--- src/rtl/gf163_pkg.sv ---
// Shared constants and types for the GF(2^163) multiplier scheduler.
// Field is GF(2^163), p(x) = x^163 + x^80 + x^47 + x^9 + 1.
package gf163_pkg;

  localparam int GF_M  = 163;
  localparam int GF_PW = 2 * GF_M - 1;
  localparam int CNT_W = 4;

  typedef enum logic [1:0] {
    IDLE = 2'd0,
    BUSY = 2'd1,
    DONE = 2'd2
  } state_e;

  typedef struct packed {
    logic [GF_M-1:0] a;
    logic [GF_M-1:0] b;
  } op_t;

endpackage

--- src/rtl/gf163_mul_sched_rr_arb2.sv ---
// Two-way round-robin grant: rr picks the winner only on contention,
// so a lone requester is always granted.
module rr_arb2 (
  input  logic       en,
  input  logic       rr,
  input  logic [1:0] valid,
  output logic [1:0] gnt
);

  always_comb begin
    gnt = 2'b00;
    if (en) begin
      unique case (1'b1)
        (valid == 2'b11): gnt = rr ? 2'b10 : 2'b01;
        (valid == 2'b01): gnt = 2'b01;
        (valid == 2'b10): gnt = 2'b10;
        default:          gnt = 2'b00;
      endcase
    end
  end

endmodule

--- src/rtl/gf163_mul_sched.sv ---
// Schedules two requesters onto one external GF(2^163) multiply-reduce
// path, holding operands stable for MUL_CYCLES cycles per product.
module gf163_mul_sched
  import gf163_pkg::*;
#(
  parameter int MUL_CYCLES = 3
) (
  input  logic            clk,
  input  logic            rst_n,
  input  logic            req0_valid,
  output logic            req0_ready,
  input  logic [GF_M-1:0] req0_a,
  input  logic [GF_M-1:0] req0_b,
  input  logic            req1_valid,
  output logic            req1_ready,
  input  logic [GF_M-1:0] req1_a,
  input  logic [GF_M-1:0] req1_b,
  output logic [GF_M-1:0] mul_a,
  output logic [GF_M-1:0] mul_b,
  input  logic [GF_M-1:0] mul_prod,
  output logic            rsp_valid,
  input  logic            rsp_ready,
  output logic            rsp_id,
  output logic [GF_M-1:0] rsp_data
);

  localparam logic [CNT_W-1:0] CNT_LOAD =
    CNT_W'(MUL_CYCLES - 1);

  state_e          state_q, state_d;
  logic            rr_q, rr_d;
  logic [CNT_W-1:0] cnt_q, cnt_d;
  op_t             op_q, op_d;
  logic [GF_M-1:0] rsp_data_q, rsp_data_d;
  logic            rsp_id_q, rsp_id_d;

  logic [1:0] gnt;
  logic       idle;
  logic       hs;
  logic       last;
  logic       rsp_hs;

  assign idle   = (state_q == IDLE);
  assign hs     = |gnt;
  assign last   = (cnt_q == '0);
  assign rsp_hs = (state_q == DONE) && rsp_ready;

  rr_arb2 u_arb (
    .en    (idle),
    .rr    (rr_q),
    .valid ({req1_valid, req0_valid}),
    .gnt   (gnt)
  );

  always_ff @(posedge clk or negedge rst_n) begin
    if (!rst_n) begin
      state_q <= IDLE;
    end else begin
      state_q <= state_d;
    end
  end

  always_comb begin
    state_d = state_q;
    unique case (state_q)
      IDLE:    if (hs) state_d = BUSY;
      BUSY:    if (last) state_d = DONE;
      DONE:    if (rsp_ready) state_d = IDLE;
      default: state_d = IDLE;
    endcase
  end

  always_comb begin
    rr_d       = rr_q;
    cnt_d      = cnt_q;
    op_d       = op_q;
    rsp_data_d = rsp_data_q;
    rsp_id_d   = rsp_id_q;
    if (hs) begin
      op_d.a   = gnt[1] ? req1_a : req0_a;
      op_d.b   = gnt[1] ? req1_b : req0_b;
      rsp_id_d = gnt[1];
      cnt_d    = CNT_LOAD;
    end
    if (state_q == BUSY) begin
      if (last) begin
        rsp_data_d = mul_prod;
      end else begin
        cnt_d = cnt_q - CNT_W'(1);
      end
    end
    // Next contention favours whoever was not just served.
    if (rsp_hs) begin
      rr_d = ~rsp_id_q;
    end
  end

  always_ff @(posedge clk or negedge rst_n) begin
    if (!rst_n) begin
      rr_q       <= 1'b0;
      cnt_q      <= '0;
      op_q       <= '0;
      rsp_data_q <= '0;
      rsp_id_q   <= 1'b0;
    end else begin
      rr_q       <= rr_d;
      cnt_q      <= cnt_d;
      op_q       <= op_d;
      rsp_data_q <= rsp_data_d;
      rsp_id_q   <= rsp_id_d;
    end
  end

  always_comb begin
    req0_ready = gnt[0];
    req1_ready = gnt[1];
    mul_a      = op_q.a;
    mul_b      = op_q.b;
    rsp_valid  = (state_q == DONE);
    rsp_id     = rsp_id_q;
    rsp_data   = rsp_data_q;
  end

endmodule

--- config.mk ---
export PLATFORM = sky130hd
export DESIGN_NAME = gf163_mul_sched
export DESIGN_NICKNAME = d
export VERILOG_FILES = /design/src/rtl/gf163_pkg.sv /design/src/rtl/gf163_mul_sched_rr_arb2.sv /design/src/rtl/gf163_mul_sched.sv
export SDC_FILE = /design/constraint.sdc
export NUM_CORES = 1
export LEC_CHECK = 0
export ABC_AREA = 1
export CAP_MARGIN = 20
export CORE_AREA = 2 2 519 521
export CTS_BUF_LIST = sky130_fd_sc_hd__clkbuf_2
export DETAILED_ROUTE_END_ITERATION = 16
export DIE_AREA = 0 0 521 523
export PLACE_DENSITY_LB_ADDON = 0.12
export SYNTH_ARGS = -nofsm -noshare
export SYNTH_HDL_FRONTEND = slang
export SYNTH_SLANG_ARGS = --single-unit
--- constraint.sdc ---
create_clock -name clk -period 4 [get_ports clk]
set_input_delay 1.2 -clock clk [delete_from_list [all_inputs] [get_ports clk]]
set_output_delay 1.2 -clock clk [all_outputs]
set_load 0.1 [all_outputs]
# Word-level counts from Yosys, hierarchy flattened
# Cells that the tools add are included.
# totals
reg_bits,497
input_bits,820
output_inout_bits,493
elab_cells,35
# classes
add_sub_neg,1
n_eq_ne,8
n_mux,12
bitwise,1
n_reduce_logical,6
# op_table
operator,n
$mux W163,2
$mux W4,3
$pmux W2 S3,2
$mux W2,5
$eq A2 B2 Y1 const B,3
$eq A2 B1 Y1 const B,2
$logic_not A4 Y1,1
$ne A2 B1 Y1 const B,2
$sub A4 B1 Y4 const B,1
$reduce_and A3 Y1,1
$logic_not A2 Y1,1
$ne A2 B2 Y1 const B,1
$reduce_and A2 Y1,1
$reduce_or A2 Y1,1
$logic_and A1 B1 Y1,1
$not A1 Y1,1

# Depth between registers and ports, before layout
# Gate-level depths: netlist of the first run.
# logic_depth
depth_word,7
depth_mapped,9
depth_no_buf,8

# By module
# Synthesis of the first run repeated with hierarchy kept, for this count alone.
# unflattened
hier_cells,2158
hier_area_um2,19725.2
# modules_own_cells
module,n_inst,cells_per_inst,area_each_um2,seq_area_each_um2
gf163_mul_sched,1,2153,19703.9,12436.9
rr_arb2,1,5,21.3,0.0

# Worst setup path after synthesis of the first run
# No wires, ideal clock.
# synth_timing
kind,in2out
from,input port req1_valid
to,output port req0_ready
t_arrival_ns,3.156
t_required_ns,2.800
setup_slack_ns,-0.356
cell_stages,4
path_buffers,3
cell_sequence,buf_2 > buf_4 > clkbuf_1 > a21oi_1
# synth_between
elab_chain_len,3
elab_cells_between_ends,5
classes_between,3 x eq/ne; 2 x mux
# synth_rtl
item,line,source
"start, declared",gf163_mul_sched.sv:14,"input logic req1_valid,"
"$eq A2 B2 Y1, or another cell as far along",gf163_mul_sched_rr_arb2.sv:16,(valid == 2'b10): gnt = 2'b10;
$pmux W2 S3 *,gf163_mul_sched_rr_arb2.sv:13,unique case (1'b1)
$mux W2 *,gf163_mul_sched_rr_arb2.sv:12,if (en) begin
"end, declared",gf163_mul_sched.sv:11,"output logic req0_ready,"
# Every way passes the cells marked *; elsewhere a longest branch is shown, timed or not.

# Final worst setup path of the first run
# layout_timing
from,register state_q[0]
to,output port req0_ready
# layout_between
elab_chain_len,2
# layout_rtl
item,line,source
"start, declared",gf163_mul_sched.sv:30,"state_e state_q, state_d;"
"start signal, assigned",gf163_mul_sched.sv:59,state_q <= state_d;
$logic_not A2 Y1,gf163_mul_sched.sv:43,assign idle = (state_q == IDLE);
$mux W2,gf163_mul_sched_rr_arb2.sv:12,
# No other way between the ends.

==> results of run 1 <==
-- path summary, 6_finish.rpt --
check	to	from	slack (ns)	depth (start not counted)
worst max-delay path	req0_ready	state_q[0]	0.03	6
worst min-delay path	mul_a[50]	req0_a[50]	0.39	5
worst max register to register	mul_b[90]	state_q[0]	0.64	11
worst min register to register	rsp_data[36]	rsp_data[36]	0.47	2
max in group asynchronous	mul_a[22]	rst_n	2.33	5
min in group asynchronous	mul_b[45]	rst_n	0.81	4
-- through the flow --
stage | hold WS [ns] | setup TNS, ns | area (sq um) | utilization [%]
2_1_floorplan | 0.476 | 0 | 25700 | -
3_3_place_gp | 0.454 | -0.00302 | 42300 | 15.9
3_5_place_dp | 0.459 | 0 | 42300 | 15.9
4_1_cts | 0.00118 | -1.82 | 51600 | 19.3
5_1_grt | 0.0896 | -0.972 | 51700 | 19.4
6_report | 0.391 | 0 | 51700 | 19.4
-- sequential cells by signal, indices dropped and copies added, names as in the netlist --
signal / flops
rsp_data: 163
state_q: 2
rr_q: 1
mul_b: 163
cnt_q: 4
rsp_id: 1
mul_a: 163
-- metal layers --
layer	vias up	track usage [%]	wire length [um]	share of wire, %
met5	-	0	480	0.23
met3	329	5.45	17500	8.5
met4	74	4.06	4840	2.3
met1	15700	17.0	84300	41
met2	1234	25.3	99800	48
li1	15400	-	-	-
-- layout make-up --
type                            count  area, sq um
Fill cell                       30500       215000
Timing Repair Buffer             2155        21100
Sequential cell                   497        12500
Multi-Input combinational cell   2153         9610
Tap cell                         3552         4440
Inverter                          664         2510
Clock buffer                      258         1290
Clock inverter                     44          282
Antenna cell                       40          100
-- cell usage in the layout, fill, tap and decap left out, types with 3 or more instances in the layout --
master	instances
nand3_1	494
inv_1	660
buf_8	12
dlygate4sd3_1	739
clkinv_1	29
buf_2	21
buf_4	445
clkbuf_2	258
inv_6	7
clkinvlp_4	4
diode_2	40
nand4_1	326
dfrtp_2	13
dfrtp_1	484
nand2_1	1317
buf_12	54
o21ai_0	3
clkdlybuf4s50_1	817
nand2_4	3
clkinv_8	3
buf_6	66
-- logic make-up after synthesis --
| family | after synthesis | synth area share, % |
|---|---|---|
| simple gates | 2145 | 37.0 |
| xor+xnor | 1 | 0.0341 |
| flops | 497 | 48.4 |
| compound gates | 6 | 0.171 |
| fa+ha+maj | 1 | 0.0487 |
| buf+inv | 935 | 14.3 |
-- what timing repair did --
action	in CTS	in global routing
endpoints found under the setup margin	179	3
pin swaps	2	2
hold buffers	740	0
buffers inserted	6	2
gates resized for setup	769	9
hold endpoints to repair	902	0
-- power groups by stage --
stage               Clock [uW]  Sequential (uW)  Combinational (uW)
finish                    4940             9310               35500
global route              5600             9640               37200
CTS                       5400             9350               36200
detailed placement           0             9240               34400
floorplan                    0            26500                5980
global placement             0             9240               34500
-- worst reg2reg max path, delay by kind of cell (launching register included) --
kind,cells,cell delay (ns)
AND/OR/NAND/NOR,4,0.68
buffers and inverters,7,2.15
flip-flops,1,0.44
==> qor.yml, run 1 <==
sta:
  tightest_slew_ns: 1.16
  fmax_ghz: 0.252
  finalSetupViolations: 0
  rsz0062_at_grt: "true"
  final_max_slew_viol_count: 0
  final-hold-violation-count: 0
  period_minus_slack_ns: 3.97
  period_share_pct: 99.3
  maxSlewHeadroom_pct: 22.8
  fin_skew_ns: 0.167
  fin_ws_ns: 0.0268
placed_design:
  gp_congestion: 0.809
  dp_cells: 8273
  dp_slack_ns: 0.00522
  hpwlAfterDp_um: 157000
  port_buffers: 1312
pwr:
  pwr-share-comb_pct: 71.4
  vdd_drop_max_v: 0.000522
  power.density_nw_per_um2: 962
  switching_share_pct: 65.1
  sequentialPowerShare_pct: 18.7
  internal-power_uw: 17400
  p_clk_share_pct: 9.9
  p_total_uw: 49800
  power.switching_uw: 32400
  p_leak_uw: 0.0254
global_route:
  grt_pass1_wl_um: 283000
  grt_pass1_vias: 34600
  grt_max_degree: 150
  antenna_found_initial: 105
  grt_remaining_overflow: 0
  track_usage_pct: 14.7
routing:
  vias: 32800
  dr.pass1.iters: 5
  drc_errors: 0
  ant_nets: 0
  dr.first_iter.drc_count: 1440
  drt-total-wl_um: 207000
  vias_per_cell: 3.50
  wl_per_cell_um: 22.1
status:
  status: "complete, no violations"
die:
  die_w_um: 521
  core_area_sq_um: 267000
  io_pins: 1313
  dieHeight_um: 523
  dieArea_sq_um: 272000
  rows: 190
  start_util_pct: 9.62
clock_network:
  path_clk_slew_ns: 0.09
  clock_path_buffers: 3
  clock_latency_ns: 1.71
  cts_tree: "built"
  cts.sinks: 497
  cts_buffers: 179
  cts-root-buf: "clkbuf_2"
  h-tree-depth: 4
worst_setup_path:
  worstSetupPathType: "flip-flop to output pin"
  critical_path.max_stage_delay_ns: 0.44
  worstSetupEndpointType: "output pin"
  cpMaxStageDelayCell: "dfrtp_2"
  critPathLaunchType: "flip-flop"
  crit_required_ns: 2.80
  crit_chain: "nor2_4 > buf_12 > buf_12 > nand2_4 > a21oi_4 > buf_12"
  arrival_ns: 2.77
  cp_max_fo: 3
  path_common_cell: "buf_12"
  crit_family: "buffers and inverters"
  crit_buf_inv: 3
logic_synthesis:
  syn_avg_cell_area_sq_um: 7.16
  yosys.area.top_type_share_pct: 48.4
  ys_top_cells_by_area: "dfrtp_1 (48%), nand2_1 (19%), inv_1 (9.7%)"
  synthFlopType: "dfrtp_1"
  yosysMostFrequentCell: "nand2_1"
  syn_inst: 3585
  synth_nets: 4406
  ys_seq_area_share_pct: 48.4
  yosys-top-cells-count: "nand2_1 (1320), inv_1 (663), dfrtp_1 (497)"
  synth_cell_types: 18
  synth-seq-cells: 497
  yosysWarnings: 0
  synth_edf_count: 0
  synthArstFlopShare_pct: 100
  netlist_area_sq_um: 25700
  synth_largest_area_cell: "dfrtp_1"
hold_path:
  hold_path.class: "input pin to flip-flop"
flow_run:
  max_cap_viol_count: 0
final_layout:
  layout-drive-gt1-share_pct: 15.5
  area_delta_synth_final_pct: 102
  fin_nets: 6471
  fin_cells: 9363
Power figures use the tool's default switching activity.
==> run 2, diff against run 1 <==
--- a/config.mk
+++ b/config.mk
@@ -12,6 +12,7 @@
 export DETAILED_ROUTE_END_ITERATION = 16
 export DIE_AREA = 0 0 521 523
 export PLACE_DENSITY_LB_ADDON = 0.12
+export SLEW_MARGIN = 25
 export SYNTH_ARGS = -nofsm -noshare
 export SYNTH_HDL_FRONTEND = slang
 export SYNTH_SLANG_ARGS = --single-unit
==> results of run 2 <==
The final DEF is identical to that of run 1; final timing and power are the same.
